==> config.mk <==
export PLATFORM = sky130hd
export DESIGN_NAME = data_mem_responder_flat
export DESIGN_NICKNAME = d
export VERILOG_FILES = /design/src/rtl/data_mem_responder_pkg.sv /design/src/rtl/data_mem_responder_if.sv /design/src/rtl/data_mem_responder_sync_ram.sv /design/src/rtl/data_mem_responder.sv /design/src/flat_wrapper.sv
export SDC_FILE = /design/constraint.sdc
export NUM_CORES = 2
export LEC_CHECK = 0
export BUFFER_PORTS_ARGS = -buffer_cell sky130_fd_sc_hd__buf_4
export CAP_MARGIN = 30
export CORE_MARGIN = 2
export CORE_UTILIZATION = 35
export CTS_CLUSTER_SIZE = 12
export DETAILED_ROUTE_END_ITERATION = 7
export PLACE_DENSITY = 0.5
export REMOVE_ABC_BUFFERS = 1
export SYNTH_ARGS = -nofsm -noshare
export SYNTH_HDL_FRONTEND = slang
export SYNTH_SLANG_ARGS = --single-unit
export TNS_END_PERCENT = 20
==> constraint.sdc <==
create_clock -name clock -period 4.7 [get_ports clock]
set_input_delay 0 -clock clock [delete_from_list [all_inputs] [get_ports clock]]
set_output_delay 0 -clock clock [all_outputs]
set_load 0.02 [all_outputs]
==> src/rtl/data_mem_responder_pkg.sv <==
// Shared types and default widths for the load/store memory path.
package mem_pkg;

    localparam int DEFAULT_DATA_WIDTH = 8;
    localparam int DEFAULT_ADDR_WIDTH = 8;

    typedef enum logic [1:0] {
        IDLE,
        WAIT,
        DONE
    } state_t;

    typedef enum logic {
        OP_READ,
        OP_WRITE
    } op_t;

endpackage

==> src/rtl/data_mem_responder_if.sv <==
// Request/response bundle between the control unit (master) and the memory responder (slave).
interface data_mem_responder_if
    import mem_pkg::*;
#(
    parameter int DATA_WIDTH = DEFAULT_DATA_WIDTH,
    parameter int ADDR_WIDTH = DEFAULT_ADDR_WIDTH
);

    logic                  memRead;
    logic                  memWrite;
    logic [ADDR_WIDTH-1:0] address;
    logic [DATA_WIDTH-1:0] writeData;
    logic [DATA_WIDTH-1:0] readData;
    logic                  memReady;
    logic                  memBusy;
    logic                  memError;

    modport master (
        output memRead, memWrite, address, writeData,
        input  readData, memReady, memBusy, memError
    );

    modport slave (
        input  memRead, memWrite, address, writeData,
        output readData, memReady, memBusy, memError
    );

endinterface

==> src/rtl/data_mem_responder_sync_ram.sv <==
// Single-port data array with a registered read port and no reset.
module sync_ram #(
    parameter int DATA_WIDTH = 8,
    parameter int ADDR_WIDTH = 8
) (
    input  logic                  clock,
    input  logic                  we,
    input  logic [ADDR_WIDTH-1:0] addr,
    input  logic [DATA_WIDTH-1:0] wdata,
    output logic [DATA_WIDTH-1:0] rdata
);

    logic [DATA_WIDTH-1:0] mem [0:(2**ADDR_WIDTH)-1];

    // Write on we, and always register the old word at addr for reads.
    always_ff @(posedge clock) begin
        if (we) begin
            mem[addr] <= wdata;
        end
        rdata <= mem[addr];
    end

endmodule

==> src/rtl/data_mem_responder.sv <==
// Memory responder: accepts one load/store at a time, completes it after LATENCY cycles.
module data_mem_responder
    import mem_pkg::*;
#(
    parameter int DATA_WIDTH = DEFAULT_DATA_WIDTH,
    parameter int ADDR_WIDTH = DEFAULT_ADDR_WIDTH,
    parameter int LATENCY    = 2
) (
    input  logic                 clock,
    input  logic                 rst,
    data_mem_responder_if.slave  bus
);

    localparam logic [3:0] LAT_M1 = 4'(LATENCY - 1);

    state_t                state_q;
    op_t                   op_q;
    logic [3:0]            count_q;
    logic [ADDR_WIDTH-1:0] addr_q;
    logic [DATA_WIDTH-1:0] wdata_q;
    logic [DATA_WIDTH-1:0] readData_q;
    logic                  memReady_q;
    logic                  memBusy_q;
    logic                  memError_q;

    logic [ADDR_WIDTH-1:0] ramAddr;
    logic [DATA_WIDTH-1:0] ramRdata;
    logic                  ramWe;

    // In IDLE the array is addressed straight from the bus so a LATENCY=1 read
    // has its word ready in the DONE cycle; otherwise the latched address is used.
    // The write enable is gated by reset so an aborted store never commits.
    assign ramAddr = (state_q == IDLE) ? bus.address : addr_q;
    assign ramWe   = (state_q == DONE) && (op_q == OP_WRITE) && rst;

    sync_ram #(
        .DATA_WIDTH(DATA_WIDTH),
        .ADDR_WIDTH(ADDR_WIDTH)
    ) u_ram (
        .clock (clock),
        .we    (ramWe),
        .addr  (ramAddr),
        .wdata (wdata_q),
        .rdata (ramRdata)
    );

    // Request FSM with latency counter, request latches and registered status outputs.
    always_ff @(posedge clock) begin
        if (!rst) begin
            state_q    <= IDLE;
            op_q       <= OP_READ;
            count_q    <= '0;
            addr_q     <= '0;
            wdata_q    <= '0;
            readData_q <= '0;
            memReady_q <= 1'b0;
            memBusy_q  <= 1'b0;
            memError_q <= 1'b0;
        end else begin
            memReady_q <= 1'b0;
            memError_q <= 1'b0;
            case (state_q)
                IDLE: begin
                    if (bus.memRead && bus.memWrite) begin
                        memError_q <= 1'b1;
                    end else if (bus.memRead || bus.memWrite) begin
                        addr_q    <= bus.address;
                        memBusy_q <= 1'b1;
                        if (bus.memWrite) begin
                            wdata_q <= bus.writeData;
                            op_q    <= OP_WRITE;
                        end else begin
                            op_q    <= OP_READ;
                        end
                        if (LATENCY == 1) begin
                            state_q    <= DONE;
                            count_q    <= '0;
                            memReady_q <= 1'b1;
                        end else begin
                            state_q <= WAIT;
                            count_q <= LAT_M1;
                        end
                    end
                end
                WAIT: begin
                    count_q <= count_q - 4'd1;
                    if (count_q == 4'd1) begin
                        state_q    <= DONE;
                        memReady_q <= 1'b1;
                    end
                end
                DONE: begin
                    state_q   <= IDLE;
                    memBusy_q <= 1'b0;
                    if (op_q == OP_READ) begin
                        readData_q <= ramRdata;
                    end
                end
                default: begin
                    state_q <= IDLE;
                end
            endcase
        end
    end

    // During a read's DONE cycle the fresh array word is shown; otherwise the held value.
    assign bus.readData = ((state_q == DONE) && (op_q == OP_READ)) ? ramRdata : readData_q;
    assign bus.memReady = memReady_q;
    assign bus.memBusy  = memBusy_q;
    assign bus.memError = memError_q;

endmodule

==> src/flat_wrapper.sv <==
// flat-port wrapper written by rule: the top's interface ports become plain ports
module data_mem_responder_flat import mem_pkg::*;
#(
    parameter int DATA_WIDTH = DEFAULT_DATA_WIDTH,
    parameter int ADDR_WIDTH = DEFAULT_ADDR_WIDTH,
    parameter int LATENCY    = 2
)
  (clock, rst, bus_memRead, bus_memWrite, bus_address, bus_writeData, bus_readData, bus_memReady, bus_memBusy, bus_memError);
  data_mem_responder_if #(.DATA_WIDTH(DATA_WIDTH), .ADDR_WIDTH(ADDR_WIDTH)) bus_i ();
  input  logic clock;
  input  logic rst;
  input wire logic [$bits(bus_i.memRead)-1:0] bus_memRead;
  input wire logic [$bits(bus_i.memWrite)-1:0] bus_memWrite;
  input wire logic [$bits(bus_i.address)-1:0] bus_address;
  input wire logic [$bits(bus_i.writeData)-1:0] bus_writeData;
  output wire logic [$bits(bus_i.readData)-1:0] bus_readData;
  output wire logic [$bits(bus_i.memReady)-1:0] bus_memReady;
  output wire logic [$bits(bus_i.memBusy)-1:0] bus_memBusy;
  output wire logic [$bits(bus_i.memError)-1:0] bus_memError;
  assign bus_i.memRead = bus_memRead;
  assign bus_i.memWrite = bus_memWrite;
  assign bus_i.address = bus_address;
  assign bus_i.writeData = bus_writeData;
  assign bus_readData = bus_i.readData;
  assign bus_memReady = bus_i.memReady;
  assign bus_memBusy = bus_i.memBusy;
  assign bus_memError = bus_i.memError;
  data_mem_responder #(.DATA_WIDTH(DATA_WIDTH), .ADDR_WIDTH(ADDR_WIDTH), .LATENCY(LATENCY)) u_core (.clock(clock), .rst(rst), .bus(bus_i));
endmodule
Yosys cells after proc, flatten, opt, wreduce, memory -nomap -nowiden
Memories as Yosys holds them, arrays and structs flattened. A register that Yosys moved wholly into a read port is not among the register bits.
Cells that the tools add are included.
{"block": "word_totals", "regBits": 34, "ram_bits": 2048, "out_inout_bits": 11, "word_cells": 52, "n_memories": 1}
{"name": "u_core.u_ram.mem", "depth": 256, "width": 8, "rd": 1, "rd_ports_with_merged_regs": 1, "write_ports": 1, "line_no": "data_mem_responder_sync_ram.sv:13", "source": "logic [DATA_WIDTH-1:0] mem [0:(2**ADDR_WIDTH)-1];"}
{"block": "op_classes", "add_sub_neg": 1, "n_eq_ne": 6, "n_mux": 17, "bitwise": 2, "n_reduce_logical": 16}
{"op": "8-bit 2-to-1 mux", "n": 2}
{"op": "3-bit AND reduction", "n": 4}
{"op": "4-bit 2-to-1 mux", "n": 2}
{"op": "4-bit one-hot mux with 2 select lines", "n": 1}
{"op": "1-bit 2-to-1 mux", "n": 7}
{"op": "2-bit 2-to-1 mux", "n": 3}
{"op": "2-bit AND reduction", "n": 3}
{"op": "4-bit by 1-bit == test with 1-bit output (second input constant)", "n": 1}
{"op": "1-bit logical AND", "n": 4}
{"op": "2-bit != test (second input constant)", "n": 2}
{"op": "2-bit one-hot mux with 2 select lines", "n": 1}
{"op": "4-bit AND reduction", "n": 1}
{"op": "2-bit nonzero test", "n": 2}
{"op": "4-bit by 1-bit subtractor with 4-bit output (second input constant)", "n": 1}
{"op": "2-bit by 1-bit == test with 1-bit output (second input constant)", "n": 1}
{"op": "2-bit == test (second input constant)", "n": 1}
{"op": "2-bit logical NOT", "n": 1}
{"op": "2-bit by 1-bit != test with 1-bit output (second input constant)", "n": 1}
{"op": "1-bit NOT", "n": 2}
{"op": "1-bit one-hot mux with 2 select lines", "n": 1}
{"op": "1-bit logical OR", "n": 1}

Depth between registers and ports, before layout
{"block": "depth", "depth_word": 5, "mapped_depth": 13}

Cells and area by module
A second synthesis with hierarchy kept.
{"block": "unflattened", "cells_unflattened": 3719, "area_unflattened_um2": 79995.5}
{"mod": "sync_ram", "n_inst": 1, "cells_each": 3547, "area_each_um2": 78492.8, "seq_area_each_um2": 61659.1}
{"mod": "data_mem_responder", "n_inst": 1, "cells_each": 172, "area_each_um2": 1502.7, "seq_area_each_um2": 680.7}

Least setup slack after synthesis
No wires, ideal clock.
{"block": "synth_timing", "path_kind": "register -> register", "startpoint": "reg u_core.wdata_q[0]", "endpoint": "mem u_core.u_ram.mem[0][0], data pin", "setup_time_ns": 0.856, "t_arrival_ns": 3.397, "required_time_ns": 3.844, "setup_slack_ns": 0.447, "path_stages_with_launch": 1, "cell_sequence": "dfxtp_1"}
{"element": "start, declared", "line_no": "data_mem_responder.sv:20", "source": "logic [DATA_WIDTH-1:0] wdata_q;"}
{"element": "start signal, assigned", "line_no": "data_mem_responder.sv:70", "source": "wdata_q <= bus.writeData;"}
{"element": "end, declared", "line_no": "data_mem_responder_sync_ram.sv:13"}
No word-level cell before the write port.

Worst setup path in the final report
{"block": "layout_timing", "startpoint": "reg u_core.state_q[0]", "endpoint": "reg u_core.u_ram.rdata[1], read port of u_core.u_ram.mem"}
{"block": "layout_between", "elab_chain_len": 2}
{"element": "start, declared", "line_no": "data_mem_responder.sv:16", "source": "state_t state_q;"}
{"element": "start signal, assigned", "line_no": "data_mem_responder.sv:50", "source": "state_q <= IDLE;"}
{"element": "start signal, assigned", "line_no": "data_mem_responder.sv:76", "source": "state_q <= DONE;"}
{"element": "start signal, assigned", "line_no": "data_mem_responder.sv:80", "source": "state_q <= WAIT;"}
{"element": "2-bit logical NOT", "line_no": "data_mem_responder.sv:33", "source": "assign ramAddr = (state_q == IDLE) ? bus.address : addr_q;"}
{"element": "8-bit 2-to-1 mux", "line_no": "data_mem_responder.sv:33"}
{"element": "end, declared", "line_no": "data_mem_responder_sync_ram.sv:10", "source": "output logic [DATA_WIDTH-1:0] rdata"}
No other way between the ends.
A chain may end at the register's enable or synchronous reset.

==> impl_metrics.ini <==
[run_status]
outcome = completed

[logic_synthesis]
syn_area_um2 = 77100
synth.distinct_cells = 44
synth.avg_cell_area_um2 = 18.1
yosysSeqAreaShare_pct = 80.8
yosysWarningCount = 0
synth_edf_count = 2048
async_flop_share_pct = 0
synth.area.top_cells = edfxtp_1 (80%), a221oi_1 (5.8%), a22o_1 (5.8%)
synthTopCellsByCount = edfxtp_1 (2,048), a221oi_1 (512), a22o_1 (512)
yosysTopAreaCellShare_pct = 79.7
ys_ff_latch = 2090
synth_ff_type = edfxtp_1
yosysTopAreaCell = edfxtp_1
syn_inst = 4256
synth_most_common_cell = edfxtp_1

[cells_and_area]
fin_area_um2 = 89300
area_growth_pct = 15.8
nNetsFinal = 4546
nFillCells = 19492
layout-drive-gt1-share_pct = 13.5

[place]
dp_hpwl_um = 134000
portBuffers = 30
placed_cell_area_um2 = 82400
gp_congestion = 0.816
dp_slack_ps = 388

[die]
io_pins = 31
die_w_um = 473
coreArea_um2 = 219000
start_util_pct = 35.2
die_h_um = 473
die_area_um2 = 224000
placementRows = 172

[sta]
rsz0062_at_grt = false
slew_violations = 0
layout_setup_ws_ps = 393
setup_viol = 0
hold_ws_ps = 373
fin_crit_ps = 4310
clock_skew_ps = 64.9
worst_pin_slew_ps = 1090
hold_viol = 0
min_period_over_period_pct = 91.6
fmax_ghz = 0.232
setup_tns_ps = 0
relSlewSlack_pct = 27.5

[worst_setup_path]
worstSetupStartpointType = flop
startpoint = u_core.state_q[0]
r2r_cells = 9
cp-end-kind = flop
rrSetupSlack_ps = 390
r2r_end = u_core.u_ram.rdata[1]
cp_max_fo = 16
arrival_ps = 5070
path_class = flop to flop
r2r-start = u_core.state_q[0]
endpoint = u_core.u_ram.rdata[1]
cp_data_required_time_ps = 5460

[routing]
drc = 0
wire_per_inst_um = 29.7
dr.first_iter.drc_count = 4559
vias_per_cell = 5.75
drtAntennaViolNets = 0
drt_wl_total_um = 224000
drtPass1Iterations = 5
vias = 43401

[power]
p_leak_nw = 28.9
total_power_mw = 39.7
ir_worst_vdd_mv = 0.382
p_per_area_nw_per_um2 = 444

[clock_tree]
clock_latency_ps = 880
cts.htree.levels = 4
clockBufferDepth = 3
post-cts-setup-buffers = 0
cts_hold_buffers = 49
root_buffer = clkbuf_16
path_clk_slew_ps = 60
cts.sinks = 2090
cts_tree = done
cts_resized = 0
cts_buffers = 209

[flow_run]
max_cap_violations = 0

[global_routing]
grt_max_degree = 150
grt_pass1_wl_um = 320000
track_usage_pct = 19.6
grt-ovfl-total = 0
antenna_found_initial = 11
grt_pass1_vias = 42881

[worst_hold_path]
worstHoldPathType = input pin to flop
[layer usage]
layer / track usage, % / part of all wire, % / vias up
met5: 0 / 0.021 / -
met4: 6.80 / 3.4 / 6
met3: 2.78 / 6.0 / 334
met2: 31.2 / 47 / 1578
met1: 27.6 / 43 / 22825
li1: - / - / 18658
[stage by stage]
stage	util [%]	cells
floorplan	-	3937
global placement	37.6	7125
detailed placement	37.6	7131
CTS	40.7	7539
global route	40.7	7541
finish	40.7	7545
[cell families after synthesis]
logic type	share of synthesized area [%]
flops	80.8
fa+ha+maj	0.0811
simple gates	2.74
mux	0.117
xor+xnor	0.0341
compound gates	14.3
buf+inv	1.84
[placed cells by master (no fill, tap or decap), types with 3 or more instances in the layout]
cell type	instances
buf_4	279
nor2b_1	3
clkbuf_1	73
diode_2	5
inv_1	6
nand3_2	16
clkbuf_8	16
clkbuf_16	211
and2_1	9
a21boi_0	17
o21a_1	3
buf_12	41
nor2_1	264
clkinv_2	9
a22o_1	512
a221oi_1	512
inv_6	4
o22ai_1	256
dlygate4sd3_1	49
edfxtp_1	2048
dfxtp_1	34
or3_1	3
nand2b_1	6
o21ai_4	3
and3_1	3
a21oi_1	18
clkinv_1	31
dfxtp_4	8
nand2_1	77
nand3b_1	9
a2111o_1	8
a21boi_1	8
mux2_2	8
inv_16	3
clkinv_16	7
nand3_1	5
xnor2_1	3
nor4_1	65
ha_1	5
nand2_2	8
[sequential cells by signal (all words and copies together), names as in the netlist]
signal / flops
u_core.bus.memReady: 1
u_core.u_ram.mem: 2048
u_core.bus.memError: 1
u_core.state_q: 2
u_core.wdata_q: 8
u_core.readData_q: 8
u_core.count_q: 4
u_core.op_q: 1
u_core.u_ram.rdata: 8
u_core.addr_q: 8
u_core.bus.memBusy: 1
[critical path, stage by stage, from the launching register on]
cell and delay [ps]:
dfxtp_1 520, or2_1 370, buf_4 250, o21ai_1 270, nand2_1 490, buf_4 390
o22ai_1 150, nor4_1 870, nand2_1 360, a2111o_1 490
[power breakdown]
| group | total [mW] | leakage (nW) | switching [mW] | internal [mW] |
|---|---|---|---|---|
| logic | 3.43 | 5.59 | 2.30 | 1.12 |
| clock network | 15.7 | 3.05 | 7.02 | 8.63 |
| registers | 20.6 | 20.3 | 0.154 | 20.5 |
[area by class of cell]
type / count / area [um^2] / area share (%)
sequential: 2090 / 62400 / 69.9
timing repair buffer: 373 / 3450 / 3.87
multi-input combinational: 1841 / 13500 / 15.1
tap: 2871 / 3590 / 4.02
clock buffer: 300 / 5770 / 6.47
antenna: 5 / 12.5 / 0.0140
clock inverter: 59 / 559 / 0.626
inverter: 6 / 22.5 / 0.0252
[worst min-delay path by stage]
stage,start,to,slack (ps),cells after the start
2_1_floorplan,rst,u_core.count_q[0],120,1
3_3_place_gp,bus_writeData[4],u_core.wdata_q[4],260,3
3_5_place_dp,bus_writeData[6],u_core.wdata_q[6],260,3
4_1_cts,rst,u_core.readData_q[5],330,4
5_1_grt,rst,u_core.readData_q[4],370,4
6_report,rst,u_core.readData_q[5],370,4
Note: power is estimated with default switching activity, not from simulation.
